**config.mk**
```make
export PLATFORM = sky130hd
export DESIGN_NAME = ram_array_sync
export DESIGN_NICKNAME = d
export VERILOG_FILES = /design/src/rtl/ram_array_pkg.sv /design/src/rtl/ram_core.sv /design/src/rtl/ram_array_sync.sv
export SDC_FILE = /design/constraint.sdc
export NUM_CORES = 1
export LEC_CHECK = 0
export BUFFER_PORTS_ARGS = -buffer_cell sky130_fd_sc_hd__buf_2
export CAP_MARGIN = 20
export CORE_ASPECT_RATIO = 0.7
export CORE_UTILIZATION = 53
export CTS_BUF_LIST = sky130_fd_sc_hd__clkbuf_4
export DETAILED_ROUTE_END_ITERATION = 8
export GPL_TIMING_DRIVEN = 0
export HOLD_SLACK_MARGIN = 0.08
export PLACE_DENSITY_LB_ADDON = 0.08
export SLEW_MARGIN = 10
export SYNTH_ARGS = -nofsm -noshare
export SYNTH_HDL_FRONTEND = slang
export SYNTH_SLANG_ARGS = --single-unit
```
**constraint.sdc**
```tcl
create_clock -name clk -period 4.05 [get_ports clk]
set_input_delay 0.2025 -clock clk [delete_from_list [all_inputs] [get_ports clk]]
set_output_delay 0.2025 -clock clk [all_outputs]
set_load 0.005 [all_outputs]
```
**src/rtl/ram_array_pkg.sv**
```systemverilog
// Shared types for the self-clearing synchronous memory array.
package ram_array_pkg;

    typedef enum logic {
        CLEAR = 1'b0,
        IDLE  = 1'b1
    } ram_state_t;

endpackage

```
**src/rtl/ram_core.sv**
```systemverilog
// Plain WIDTH x DEPTH register array: one synchronous write port, one registered read port.
module ram_core #(
    parameter int unsigned WIDTH  = 8,
    parameter int unsigned DEPTH  = 16,
    parameter int unsigned ADDR_W = 4
) (
    input  logic              clk,
    input  logic              rst,
    input  logic              we,
    input  logic [ADDR_W-1:0] waddr,
    input  logic [WIDTH-1:0]  wdata,
    input  logic              re,
    input  logic              rzero,
    input  logic [ADDR_W-1:0] raddr,
    output logic [WIDTH-1:0]  rd_data
);

    logic [WIDTH-1:0] mem [DEPTH];

    // Storage carries no reset; the owner zeroes it by sweeping the write port.
    always_ff @(posedge clk) begin
        if (we) begin
            mem[waddr] <= wdata;
        end
    end

    always_ff @(posedge clk) begin
        if (rst) begin
            rd_data <= '0;
        end else if (re) begin
            rd_data <= rzero ? '0 : mem[raddr];
        end
    end

endmodule

```
**src/rtl/ram_array_sync.sv**
```systemverilog
// Addressed synchronous memory with cs/rd_wr access, registered read strobe and
// a clear sweep that zeroes every word after reset or on clr.
module ram_array_sync
    import ram_array_pkg::*;
#(
    parameter  int unsigned WIDTH  = 8,
    parameter  int unsigned DEPTH  = 16,
    localparam int unsigned ADDR_W = $clog2(DEPTH)
) (
    input  logic              clk,
    input  logic              rst,
    input  logic              clr,
    input  logic              cs,
    input  logic              rd_wr,
    input  logic [ADDR_W-1:0] addr,
    input  logic [WIDTH-1:0]  wr_data,
    output logic [WIDTH-1:0]  rd_data,
    output logic              rd_valid,
    output logic              ready
);

    ram_state_t        state;
    logic [ADDR_W-1:0] cnt;

    logic              in_range_c;
    logic              access_c;
    logic              user_we_c;
    logic              rd_acc_c;
    logic              clear_we_c;
    logic              we_c;
    logic [ADDR_W-1:0] waddr_c;
    logic [WIDTH-1:0]  wdata_c;
    logic [ADDR_W-1:0] raddr_c;

    // Access qualification; clr and rst both drop a same-cycle access.
    always_comb begin
        in_range_c = ({1'b0, addr} < (ADDR_W + 1)'(DEPTH));
        access_c   = (state == IDLE) && cs && !clr && !rst;
        user_we_c  = access_c && !rd_wr && in_range_c;
        rd_acc_c   = access_c && rd_wr;
        clear_we_c = (state == CLEAR) && !rst;
        we_c       = clear_we_c || user_we_c;
        waddr_c    = clear_we_c ? cnt : addr;
        wdata_c    = clear_we_c ? '0 : wr_data;
        raddr_c    = in_range_c ? addr : '0;
    end

    always_ff @(posedge clk) begin
        if (rst) begin
            state    <= CLEAR;
            cnt      <= '0;
            ready    <= 1'b0;
            rd_valid <= 1'b0;
        end else begin
            case (state)
                CLEAR: begin
                    rd_valid <= 1'b0;
                    if (cnt == ADDR_W'(DEPTH - 1)) begin
                        state <= IDLE;
                        ready <= 1'b1;
                    end else begin
                        cnt <= cnt + ADDR_W'(1);
                    end
                end
                IDLE: begin
                    rd_valid <= rd_acc_c;
                    if (clr) begin
                        state <= CLEAR;
                        cnt   <= '0;
                        ready <= 1'b0;
                    end
                end
                default: begin
                    state    <= CLEAR;
                    cnt      <= '0;
                    ready    <= 1'b0;
                    rd_valid <= 1'b0;
                end
            endcase
        end
    end

    ram_core #(
        .WIDTH  (WIDTH),
        .DEPTH  (DEPTH),
        .ADDR_W (ADDR_W)
    ) u_core (
        .clk     (clk),
        .rst     (rst),
        .we      (we_c),
        .waddr   (waddr_c),
        .wdata   (wdata_c),
        .re      (rd_acc_c),
        .rzero   (!in_range_c),
        .raddr   (raddr_c),
        .rd_data (rd_data)
    );

endmodule

```
* Word-level counts from Yosys, hierarchy flattened
Memories as Yosys holds them, arrays and structs flattened. A register that Yosys moved wholly into a read port is not among the register bits. Index checks and enable logic that the tools add are counted.
Storage, ports and cells: logic and storage cells 37, memory bits (writable) 128, output and inout bits 10, memories 1, bits of input ports 17, flip-flop bits (word level) 7
Memories:
- u_core.mem | words 16, bits a word 8, read ports 1, clocked after memory_dff 1, wr ports 1, line ram_core.sv:18 | logic [WIDTH-1:0] mem [DEPTH];
Cells by class: eq/ne operators 4, bitwise operators 1, multiplexer cells 14, add/subtract/negate cells 1, reductions and logical operators 12
Operator list (count):
- 4-bit 2-to-1 mux | 3
- 8-bit 2-to-1 mux | 1
- 4-bit one-hot mux with 2 select lines | 1
- 1-bit logical AND | 6
- 1-bit 2-to-1 mux | 6
- 1-bit one-hot mux with 2 select lines | 3
- 4-bit by 1-bit adder with 4-bit output (second input constant) | 1
- 4-bit equality test (second input constant) | 1
- 2-bit != test (second input constant) | 2
- 2-bit AND reduction | 2
- 1-bit zero test | 3
- 2-bit by 1-bit != test with 1-bit output (second input constant) | 1
- 1-bit logical OR | 1
- 1-bit inverter | 1

* Depth between registers and ports, before layout
Gate-level depths: netlist of run 1.
word-level depth 7, depth in mapped cells 7, gate-level depth less buffers 5

* Hierarchy
Synthesis of run 1 repeated with hierarchy kept, for this count alone.
Second synthesis, totals: cells, all modules 301, area, all modules 5779.3 µm²
Modules (own cells, without submodules):
- ram_core | seq. area each 4003.8 µm², cells each 249, area each 5296.3 µm², instances 1
- ram_array_sync | seq. area each 140.1 µm², cells each 52, area each 483.0 µm², instances 1

* Least setup slack after synthesis of run 1
Ideal clock, no wire load.
kind register -> register, start point register state, end point memory u_core.mem[4][0] (enable), setup slack 2.030 ns, cell stages (with the launch flop) 7, clock period less this slack 2.020 ns, buffers on the path 2, arrival time 1.650 ns, required time 3.680 ns, setup time 0.370 ns, cell sequence dfxtp_1 > buf_2 > or2_1 > buf_2 > mux2_1 > nand2b_4 > nor2_1
On the way: longest elaborated chain between the ends 7, elaborated cells on any way between the ends 10, those cells by class mux (3); bitwise (1); reduce/logical (6)
Ends and longest elaborated chain:
- from (decl) | line ram_array_sync.sv:22 | ram_state_t state;
- from (signal assigned) | line ram_array_sync.sv:50 | state <= CLEAR;
- from (signal assigned) | line ram_array_sync.sv:59 | state <= IDLE;
- from (signal assigned) | line ram_array_sync.sv:68 | state <= CLEAR;
- 1-bit logical AND (3 in series) | line ram_array_sync.sv:38 | access_c = (state == IDLE) && cs && !clr && !rst;
- 1-bit logical AND | line ram_array_sync.sv:39 | user_we_c = access_c && !rd_wr && in_range_c;
- 1-bit logical OR | line ram_array_sync.sv:42 | we_c = clear_we_c || user_we_c;
- 1-bit 2-to-1 mux | line ram_core.sv:22 | if (we) begin
- 1-bit 2-to-1 mux (implied by the code) | line ram_core.sv:23 | mem[waddr] <= wdata;
- to (decl) | line ram_core.sv:18
Parallel ways exist; a longest one is shown, timed or not.

* Worst setup path in the final report of run 1
start point register state, end point memory u_core.mem[12][4] (enable)
The elaborated chain is that of the path after synthesis.

==> impl_results.md, run 1 <==
- Worst path slowest cell: nor2_1
- Slew headroom: 39.8%
- Distinct cells, synth: 40
- Clock sinks: approximately 140
- Area Growth Syn to Fin: 11.2%
- Initial DRC Count: 291
- PwrDens: 447 nW/µm²
- Worst Skew: 15.1 ps
- Routed WL per cell: 23.2 µm
- Post-DR vias/cell: 6.02
- Final GP Congestion: roughly 0.83
- Antenna Cells: 0
- Startpoint types: register
- Vert. Die Dim: 89.4 µm
- Post-synth top area share: around 66%
- Xor/xnor share of the synthesized area: 0%
- GRT overflow: 0
- Placed instance count: 474
- Crit Path Category: reg -> reg
- Syn nets: 337
- FP Rows: 31
- Non-Filler Instances: 508
- Status: finished clean
- Yosys reg bits: 143
- Drt first pass iters: 6
- Synth Area in Compound Gates: 4.74%
- IO Count: 27
- Hold Path Class: in -> reg
- Synth area leaders: edfxtp_1, mux4_2, mux4_1
- Worst slew pin tran: between 800 and 900 ps
- LEAKAGE: 2.26 nW
- Initial antenna violation count: 0
- Vias in the first global route: 2916
- Clock buffer depth: 2
- Setup Fix Bufs, Post-CTS: 0
- CTS tree: built
- FMAX: about 400 MHz
- First-pass GRT wire length: around 17000 µm
- Tmin final: about 2500 ps
- Crit-path max FO: 10
- Cell Area, Synth: 5790 µm²
- Die Area: 11300 µm²
- Yosys warns: 0
- Fraction of synthesized area in multiplexers: 13.7%
- Synth area leader: edfxtp_1
- Critical Path RT: 4200 ps
- Post-route ant nets: 0
- Max cap viols: 0
- Initial Util: 55.2%
- Skew-Pair Late Insertion Delay: approximately 520 ps
- Dpl hpwl: 7690 µm
- Syn Inst Count: ~320
- TritonCTS Buffers: 17
- Commonest cells after routing, fill and taps aside: edfxtp_1, buf_2, clkbuf_4, nor2_1, nand2_1
- Width of the die: 127 µm
- Nets@finish: 381
- Clk slew on worst S/H paths: roughly 110 ps
- Root Driver: clkbuf_4
- Max incr delay on CP: roughly 700 ps
- Core Area: roughly 10000 µm²
- Via count: 3060
- RSZ-0062 raised after global routing: false
- WP depth: 5
- Family with the most delay on the worst path: simple AND/OR/NAND/NOR gates
- Total GRT Usage: 22.7%
- Layout cells sized above 1: 24.2%
- Sequential share of the synthesized area: 71.6%
- Commonest non-fill, non-tap cell in the layout: edfxtp_1
- Endpoint class of the critical path: register
- Critical-path cell list: buf_2, nor2_1, and3_1, o21ai_0, nor2_1
- Residual DRC: 0
- Largest family of logic cells by synthesized area: multiplexers
- Syn avg cell area: ~18 µm²
- Final setup violating endpoints: 0
- Synth Area in Adders: less than 1%
- Max Transition Viols Final: 0
- Peak supply drop: 286 µV
- CP Buf/Inv Count: 1
- Largest net degree at the start of global routing: 17
- Critical path's most frequent cell: nor2_1
- H-tree Lvls: 4
- Total Power: 2.88 mW
- Final Cycle Share: 62.1%
- R2r worst-path depth: 5
- Simple-gate share of the synthesized area: 7.40%
- Hold Crit Depth: 3
- Final hold vios: 0
- Crit path DAT: ~2700 ps
- Final setup TNS: 0 ps
- PortBufs: 23
- Routed Wire Length: 11800 µm
==> registers in the layout, indices dropped and copies added (netlist names) <==
| register | cells |
|---|---|
| ready | 1 |
| u_core.mem | 128 |
| u_core.rd_data | 8 |
| state | 1 |
| cnt | 4 |
| rd_valid | 1 |
==> kinds of logic (layout without fill, tap and decap cells) <==
logic type,after synthesis,in the layout
AOI/OAI and AO/OA,41,41
adders and majority gates,1,1
buffers and inverters,21,78
DFF,143,143
muxes,34,34
and+or+nand+nor,79,79
==> per-layer routing <==
| metal | vias up | GRT usage, % | wire length, µm |
|---|---|---|---|
| met5 | - | 0 | 0 |
| li1 | 1373 | - | - |
| met4 | 0 | 6.82 | 159 |
| met1 | 1549 | 32.8 | 5650 |
| met2 | 122 | 33.7 | 5180 |
| met3 | 16 | 6.88 | 809 |
==> area by class of cell <==
| class | count | area [µm²] |
|---|---|---|
| clock buffers | 22 | 165 |
| well taps | 132 | 165 |
| inverters | 3 | 11.3 |
| clock inverters | 10 | 184 |
| repair buffers | 25 | 135 |
| plain buffers | 18 | 121 |
| multi-input cells | 155 | 1510 |
| fillers | 793 | 4040 |
| flip-flops and latches | 143 | 4140 |
==> timing repair <==
item,4_1_cts,5_1_grt
resized for setup,0,0
hold buffers,2,0
endpoints found under the hold margin,3,0
==> final timing paths <==
kind                      start                           to  slack, ps
min                          cs          rd_valid$_SDFF_PP0_        190
max            state$_SDFF_PP0_  u_core.mem[12][4]$_DFFE_PP_       1540
min reg2reg  ready$_SDFFE_PP0P_           ready$_SDFFE_PP0P_        470
max reg2reg    state$_SDFF_PP0_  u_core.mem[12][4]$_DFFE_PP_       1540
==> where the power goes <==
group	total [mW]	switching (mW)	internal [mW]
clock network	1.07	0.481	0.587
registers	1.63	0.00751	1.63
logic	0.177	0.110	0.0667
==> cells in the mapped netlist <==
cell / count
nor4b_4: 1
buf_6: 3
clkbuf_1: 2
a21o_1: 9
a21oi_1: 3
nand2b_1: 3
buf_2: 9
nor3b_1: 11
mux2_1: 1
nor2b_1: 1
a211oi_1: 1
inv_1: 2
or3b_2: 1
o21ai_1: 1
buf_4: 1
and2_1: 8
ha_1: 1
or2_1: 1
and3_1: 4
mux4_1: 14
o21ai_0: 5
nand4b_1: 1
or2_2: 1
o22ai_1: 8
nand3_1: 1
buf_1: 2
nand2_1: 21
clkinv_1: 1
a31oi_1: 11
dfxtp_1: 15
nor2_1: 21
o41ai_1: 1
nor3_1: 3
mux2i_1: 1
nand2b_4: 1
a32o_1: 1
buf_12: 1
a21oi_4: 1
mux4_2: 18
edfxtp_1: 128
==> through the flow <==
step                      worst slack [ps]  hold slack (ps)  area (µm²)  utilization [%]
after global routing                  1370              152        6430             61.4
after global placement                1480              447        6070             57.9
after floorplan                       2030              306        5790                -
after CTS                             1450              142        6430             61.4
final                                 1540              195        6430             61.4
after detailed placement              1490              450        6070             57.9
==> worst reg2reg max path, delay by kind of cell, from the launching register on <==
family,cells,cell delay (ps)
AOI/OAI and AO/OA,1,140
DFF,1,310
and+or+nand+nor,3,1520
buffers and inverters,1,170
No activity file was read; power rests on OpenSTA's default activity.
==> run 2, diff against run 1 <==
Settings changed: ABC_AREA set to 1.
Clock period 4.05 ns to 2.4 ns, I/O delays scaled along.
==> run 2 against run 1 <==
Effect of this change: sequential share of layout area decreased by 5.3 points; maximum frequency increased by 6.5%; wire length increased by 39%; area after synthesis increased by 7.3%; utilization increased by 1.1 points; synthesized cell count increased by 97%; global-route usage increased by 6.4 points; setup slack got worse by 1500 ps; register-to-register slack got worse by 1500 ps; sequential power increased by 74%.
==> impl_results.md, run 2 <==
- Status: finished clean
- Hold slack final: 122 ps (-73.0 ps)
- Routed Wire Length: 16400 µm (+39%)
- Reg area: 4140 µm² (unchanged)
- Post-synth top area share: 61.9% (-4.5 points)
- Area of the multi-input gates: 1580 µm² (+4.9%)
- Gate power share: 10.4% (+4.3 points)
- Initial DRC Count: 411 (+41%)
- Syn avg cell area: 9.90 µm² (-45%)
- RSZ-0062 raised after global routing: true
- Yosys warns: 0 (unchanged)
- Routed WL per cell: 19.3 µm (-17%)
- PwrDens: 725 nW/µm² (+62%)
- Skew-Pair Late Insertion Delay: 530 ps (about the same)
- Setup Fix Bufs, Post-CTS: 0 (unchanged)
- Post-DR vias/cell: 5.33 (-11%)
- CTS tree: built
- Crit-path max FO: 10 (unchanged)
- Post-synth EDFFs: 128 (unchanged)
- Worst slew pin tran: 988 ps (+88.9 ps)
- Sequential share of power: 56.0% (-0.8 points)
- IO Count: 27 (unchanged)
- PortBufs: 23 (unchanged)
- Switching Fraction: 25.3% (+4.5 points)
- Worst Skew: 12.8 ps (-2.34 ps)
- Root Driver: clkbuf_4
- Post-place instance area: 6580 µm² (+8.5%)
- Final setup violating endpoints: 0 (unchanged)
- GRT overflow: 0 (unchanged)
- Sequential share of the synthesized area: 66.7% (-4.9 points)
- Top reg by flops: u_core.mem
- Startpoint types: register
- Dpl hpwl: 11600 µm (+50%)
- Die Area: 12200 µm² (+7.2%)
- Yosys reg bits: 143 (unchanged)
- LEAKAGE: 3.08 nW (+36%)
- Max Transition Viols Final: 0 (unchanged)
- Final Cycle Share: 98.4% (+36 points)
- FMAX: 423 MHz (+6.5%)
- Clock buffer depth: 2 (unchanged)
- Peak supply drop: 413 µV (+44%)
- Vert. Die Dim: 92.6 µm (+3.5%)
- Drt first pass iters: 5 (-1)
- Area Growth Syn to Fin: 12.9%
- Tmin final: 2360 ps (-153 ps)
- Post-layout util: 62.5% (+1.1 points)
- Clk slew on worst S/H paths: 130 ps (+20 ps)
- Layout cells sized above 1: 13.5% (-11 points)
- Final hold vios: 0 (unchanged)
- Hold Path Class: in -> reg
- Clock sinks: 143 (unchanged)
- Crit Path Category: reg -> reg
- Via count: 4527 (+48%)
- Slew headroom: 33.9% (-5.9 points)
- Biggest regs: u_core.mem x128, u_core.rd_data x8, cnt x4
- Syn Inst Count: 627 (+97%)
- Design area: 7010 µm² (+8.9%)
- Post-route ant nets: 0 (unchanged)
- Crit path DAT: 2520 ps (-140 ps)
- First-pass GRT wire length: 24800 µm (+44%)
- Antenna Cells: 0 (unchanged)
- Most frequent cell after synthesis: nand2_1
- Commonest cells after routing, fill and taps aside: nand2_1, edfxtp_1, inv_1, nand3_1, buf_2
- Nets@finish: 702 (+84%)
- Residual DRC: 0 (unchanged)
- Width of the die: 131 µm (+3.5%)
- H-tree Lvls: 4 (unchanged)
- Cell Area, Synth: 6210 µm² (+7.3%)
- Initial antenna violation count: 0 (unchanged)
- Initial Util: 55.4% (+0.13 points)
- TritonCTS Buffers: 17 (unchanged)
- Async set-reset flop share out of synthesis: 0% (unchanged)
- Most used DFF post-synth: edfxtp_1
- Vias in the first global route: 4183 (+43%)
- Clock network power share: 33.5% (-3.6 points)
- Core Area: 11200 µm² (+7.0%)
- Commonest non-fill, non-tap cell in the layout: nand2_1
- Largest net degree at the start of global routing: 17 (unchanged)
- Final GP Congestion: 0.903 (+8.1%)
- Filler cells: 972 (+23%)
- Psw: 1.28 mW (+110%)
- Endpoint class of the critical path: register
- Synth area leader: edfxtp_1
- Max reg flops: 128 (unchanged)
- Syn nets: 645 (+91%)
- Post-synth top cells: nand2_1, edfxtp_1, inv_1, nand3_1, nor2_1
- Synth area leaders: edfxtp_1, nand2_1, nand3_1
- Distinct cells, synth: 24 (-40%)
- FP Rows: 32 (+3.2%)
- Critical Path RT: 2560 ps (-1640 ps)
- Int Power: 3.79 mW (+66%)
- Max cap viols: 0 (unchanged)
- Total GRT Usage: 29.0% (+6.4 points)
==> run 2: changes by cell type in the layout (fill, tap and decap cells not counted), sizes merged, moves of 9 or more <==
cell | previous run | this run
nand2 | 21 | 212
a31oi | 11 | 0
a21o | 9 | 0
buf | 39 | 53
inv | 3 | 96
nor3b | 11 | 0
nand3 | 1 | 94
mux4 | 32 | 0
==> run 2: per-layer routing <==
layer,vias up,global-route usage (%),part of all wire [%]
met4,0,7.95,1.4
met1,2171,44.6,47
met2,191,42.6,43
met5,-,0,0
met3,17,4.87,8.0
li1,2148,-,-
==> run 2: cell families (layout without fill, tap and decap cells) <==
| group | Yosys count | count (layout) | synth area share, % |
|---|---|---|---|
| adder cells (fa/ha/maj) | 1 | 1 | 0.201 |
| AO/OA/AOI/OAI | 21 | 21 | 2.22 |
| flip-flops | 143 | 143 | 66.7 |
| buffers and inverters | 123 | 192 | 8.12 |
| AND/OR/NAND/NOR | 339 | 339 | 22.7 |
==> run 2: critical path: stages (launching register included) <==
cell	delay, ps
dfxtp_1	470
nor2_4	110
o21ai_0	380
nand2_1	230
nor2_1	800
==> run 2: metrics by stage <==
| step | TNS, ps | std cells | total power, mW | worst slack [ps] |
|---|---|---|---|---|
| 2_1_floorplan | 0 | 627 | 3.21 | 644 |
| 3_3_place_gp | 0 | 803 | 3.38 | 79.6 |
| 3_5_place_dp | 0 | 808 | 3.40 | 130 |
| 4_1_cts | 0 | 847 | 5.07 | 106 |
| 5_1_grt | -2430 | 849 | 5.26 | -120 |
| 6_report | 0 | 849 | 5.08 | 38.2 |
==> run 2: power by group through the flow <==
stage                     clock network (mW)  logic [mW]  registers, mW
after detailed placement                   0       0.501           2.90
after global routing                    1.82       0.581           2.86
after CTS                               1.71       0.513           2.84
after global placement                     0       0.479           2.90
after floorplan                            0       0.317           2.89
final                                   1.70       0.529           2.84
==> run 2: final cells by class <==
class,instances,area share (%)
multi-input cells,361,22.6
repair buffers,38,3.89
flip-flops and latches,143,59.1
inverters,97,5.20
clock buffers,19,2.04
well taps,153,2.73
clock inverters,12,2.41
plain buffers,26,2.00
==> run 2: final timing paths <==
path | start | end | slack [ps] | cells past startpoint
max reg2reg | state$_SDFF_PP0_ | u_core.mem[9][0]$_DFFE_PP_ | 40 | 4
min | wr_data[7] | u_core.mem[7][7]$_DFFE_PP_ | 120 | 3
max | state$_SDFF_PP0_ | u_core.mem[9][0]$_DFFE_PP_ | 40 | 4
min reg2reg | ready$_SDFFE_PP0P_ | ready$_SDFFE_PP0P_ | 510 | 1
==> run 2: repair_timing <==
action | CTS | global route
gates resized for setup | 0 | 5
endpoints found under the setup margin | 0 | 56
endpoints found under the hold margin | 44 | 8
hold buffers | 8 | 1
==> run 3, diff against run 2 <==
Settings changed: CAP_MARGIN 20 to 5, CORE_UTILIZATION 53 to 30, CTS_BUF_LIST sky130_fd_sc_hd__clkbuf_4 to sky130_fd_sc_hd__clkbuf_16.
==> run 3 against run 2 <==
Effect of this change: the run now ends with setup timing left; critical endpoint is now u_core.mem[8][6]$_DFFE_PP_; register-to-register slack got worse by 110 ps; clock skew fell by 6.0 ps; setup slack got worse by 110 ps; wire length rose by 9.8%; highest routed layer unchanged; maximum frequency fell by 4.6%; global-route usage fell by 11 points; first-iteration DRC count fell by 30%; clock-buffer cell count fell by 2; die area rose by 75%; worst hold slack improved by 22 ps.
==> impl_results.md, run 3 (same netlist as run 2, synthesis figures left out) <==
- Final setup TNS: -1020 ps (-1020 ps)
- Worst reg-to-reg setup slack: -80 ps (-110 ps)
- Skew-Pair Late Insertion Delay: 420 ps (-110 ps)
- Width of the die: 174 µm (+32%)
- Family with the most delay on the worst path: simple AND/OR/NAND/NOR gates
- Critical-path cell list: nand3_1, o22ai_1, nand3_1, nor2_1
- Metal3 WL: 1180 µm (-9.8%)
- First-pass GRT wire length: 26900 µm (+8.4%)
- Dpl hpwl: 12800 µm (+11%)
- Tmin final: 2480 ps (+114 ps)
- Sequential share of power: 49.6% (-6.4 points)
- Met2 WL post-DR: 7520 µm (+6.3%)
- Critical Path RT: 2440 ps (-120 ps)
- Worst path slowest cell: nor2_1
- Clock network power share: 41.1% (+7.6 points)
- Post-place instance area: 6720 µm² (+2.1%)
- Int Power: 4.33 mW (+14%)
- GRT overflow: 0 (unchanged)
- Status: complete, but fails checks
- TritonCTS Buffers: 17 (unchanged)
- Failing checks: setup timing
- Layout cells sized above 1: 13.4% (-0.11 points)
- CTS tree: built
- Startpoint types: register
- Biggest regs: u_core.mem x128, u_core.rd_data x8, cnt x4
- Endpoint class of the critical path: register
- R2r worst-path depth: 4 (unchanged)
- PwrDens: 786 nW/µm² (+8.4%)
- Hold Crit Depth: 3 (unchanged)
- Max incr delay on CP: 860 ps (+60 ps)
- Final Cycle Share: 103% (+4.8 points)
- LEAKAGE: 3.13 nW (+1.6%)
- Routed Wire Length: 18000 µm (+9.8%)
- Post-DR vias/cell: 4.53 (-15%)
- Initial DRC Count: 289 (-30%)
- Max cap viols: 0 (unchanged)
- IO Count: 27 (unchanged)
- RSZ-0062 raised after global routing: true
- WP depth: 4 (unchanged)
- Final GP Congestion: 0.837 (-7.2%)
- Via count: 4337 (-4.2%)
- Critical path's most frequent cell: nand3_1
- H-tree Lvls: 4 (unchanged)
- Hold Path Class: in -> reg
- Die Area: 21300 µm² (+75%)
- Worst Skew: 6.76 ps (-6.03 ps)
- Max reg flops: 128 (unchanged)
- Core Area: 20000 µm² (+79%)
- Final hold vios: 0 (unchanged)
- FMAX: 404 MHz (-4.6%)
- Commonest cells after routing, fill and taps aside: nand2_1, edfxtp_1, inv_1, nand3_1, buf_2
- Area Growth Syn to Fin: 17.7%
- Clk slew on worst S/H paths: 60 ps (-70 ps)
- Total GRT Usage: 18.1% (-11 points)
- Initial antenna violation count: 0 (unchanged)
- FP Rows: 43 (+34%)
- Hold slack final: 144 ps (+21.7 ps)
- Post-route ant nets: 0 (unchanged)
- Setup Fix Bufs, Post-CTS: 0 (unchanged)
- Worst slew pin tran: 1220 ps (+233 ps)
- Gate power share: 9.2% (-1.2 points)
- CP Buf/Inv Count: 0 (unchanged)
- Final setup violating endpoints: 32 (+32)
- Top reg by flops: u_core.mem
- Vert. Die Dim: 122 µm (+32%)
- Wire length on met1: 9170 µm (+18%)
- Crit Path Category: reg -> reg
- Peak supply drop: 337 µV (-18%)
- Crit path DAT: 2520 ps (about the same)
- Top Layer Used: met4
- Nets@finish: 695 (-1.0%)
- Switching Fraction: 24.6% (-0.70 points)
- Vias in the first global route: 4293 (+2.6%)
- Crit-path max FO: 8 (-2)
- PortBufs: 23 (unchanged)
- Max Transition Viols Final: 0 (unchanged)
- Largest net degree at the start of global routing: 17 (unchanged)
- Clock buffer depth: 2 (unchanged)
- Design area: 7310 µm² (+4.3%)
- Final worst slack: -76.1 ps (-114 ps)
- Root Driver: clkbuf_16
- Residual DRC: 0 (unchanged)
- Commonest non-fill, non-tap cell in the layout: nand2_1
- Psw: 1.41 mW (+9.9%)
- Drt first pass iters: 4 (-1)
- Initial Util: 31.0% (-24 points)
- Clock sinks: 143 (unchanged)
- Routed WL per cell: 18.8 µm (-2.7%)
- Slew headroom: 18.3% (-16 points)
run 3: repair_timing:
item	in CTS	in global routing
setup endpoints to repair	33	72
gates resized for setup	4	5
endpoints found under the hold margin	6	0
hold buffers	5	0
run 3: power by group through the flow:
stage | clock (mW) | sequential (mW) | combinational [mW]
2_1_floorplan | 0 | 2.89 | 0.317
3_3_place_gp | 0 | 2.90 | 0.503
3_5_place_dp | 0 | 2.90 | 0.516
4_1_cts | 2.40 | 2.85 | 0.528
5_1_grt | 2.50 | 2.86 | 0.596
6_report | 2.36 | 2.85 | 0.530
run 3: tightest hold or removal path: cells and delay by family:
kind	cells	cell delay, ps
buf+inv	2	140
simple gates	1	100
run 3: cell type report:
type                            instances  area, µm²
Sequential cell                       143       4140
Inverter                               97        364
Clock inverter                         12       82.6
Fill cell                            2058      12700
Buffer                                 26        140
Clock buffer                           17        425
Tap cell                              270        338
Antenna cell                            1       2.50
Multi-Input combinational cell        361       1600
Timing Repair Buffer                   31        210
run 3: metal layers:
| metal | GRT usage (%) | vias to the layer above |
|---|---|---|
| met2 | 26.7 | 99 |
| met3 | 5.64 | 7 |
| met1 | 26.0 | 2100 |
| met4 | 4.00 | 0 |
| met5 | 0 | - |
| li1 | - | 2131 |
run 3: worst paths after layout:
kind / from / to
max: state$_SDFF_PP0_ / u_core.mem[8][6]$_DFFE_PP_
min: wr_data[3] / u_core.mem[0][3]$_DFFE_PP_
max reg2reg: state$_SDFF_PP0_ / u_core.mem[8][6]$_DFFE_PP_
min reg2reg: ready$_SDFFE_PP0P_ / ready$_SDFFE_PP0P_
run 3: per-stage QoR:
stage	utilization, %	total power, mW	setup slack (ps)	cells
2_1_floorplan	-	3.21	644	627
3_3_place_gp	33.3	3.40	-83.8	920
3_5_place_dp	33.6	3.42	-28.0	923
4_1_cts	36.4	5.78	-46.1	957
5_1_grt	36.5	5.95	-236	957
6_report	36.5	5.74	-76.1	958
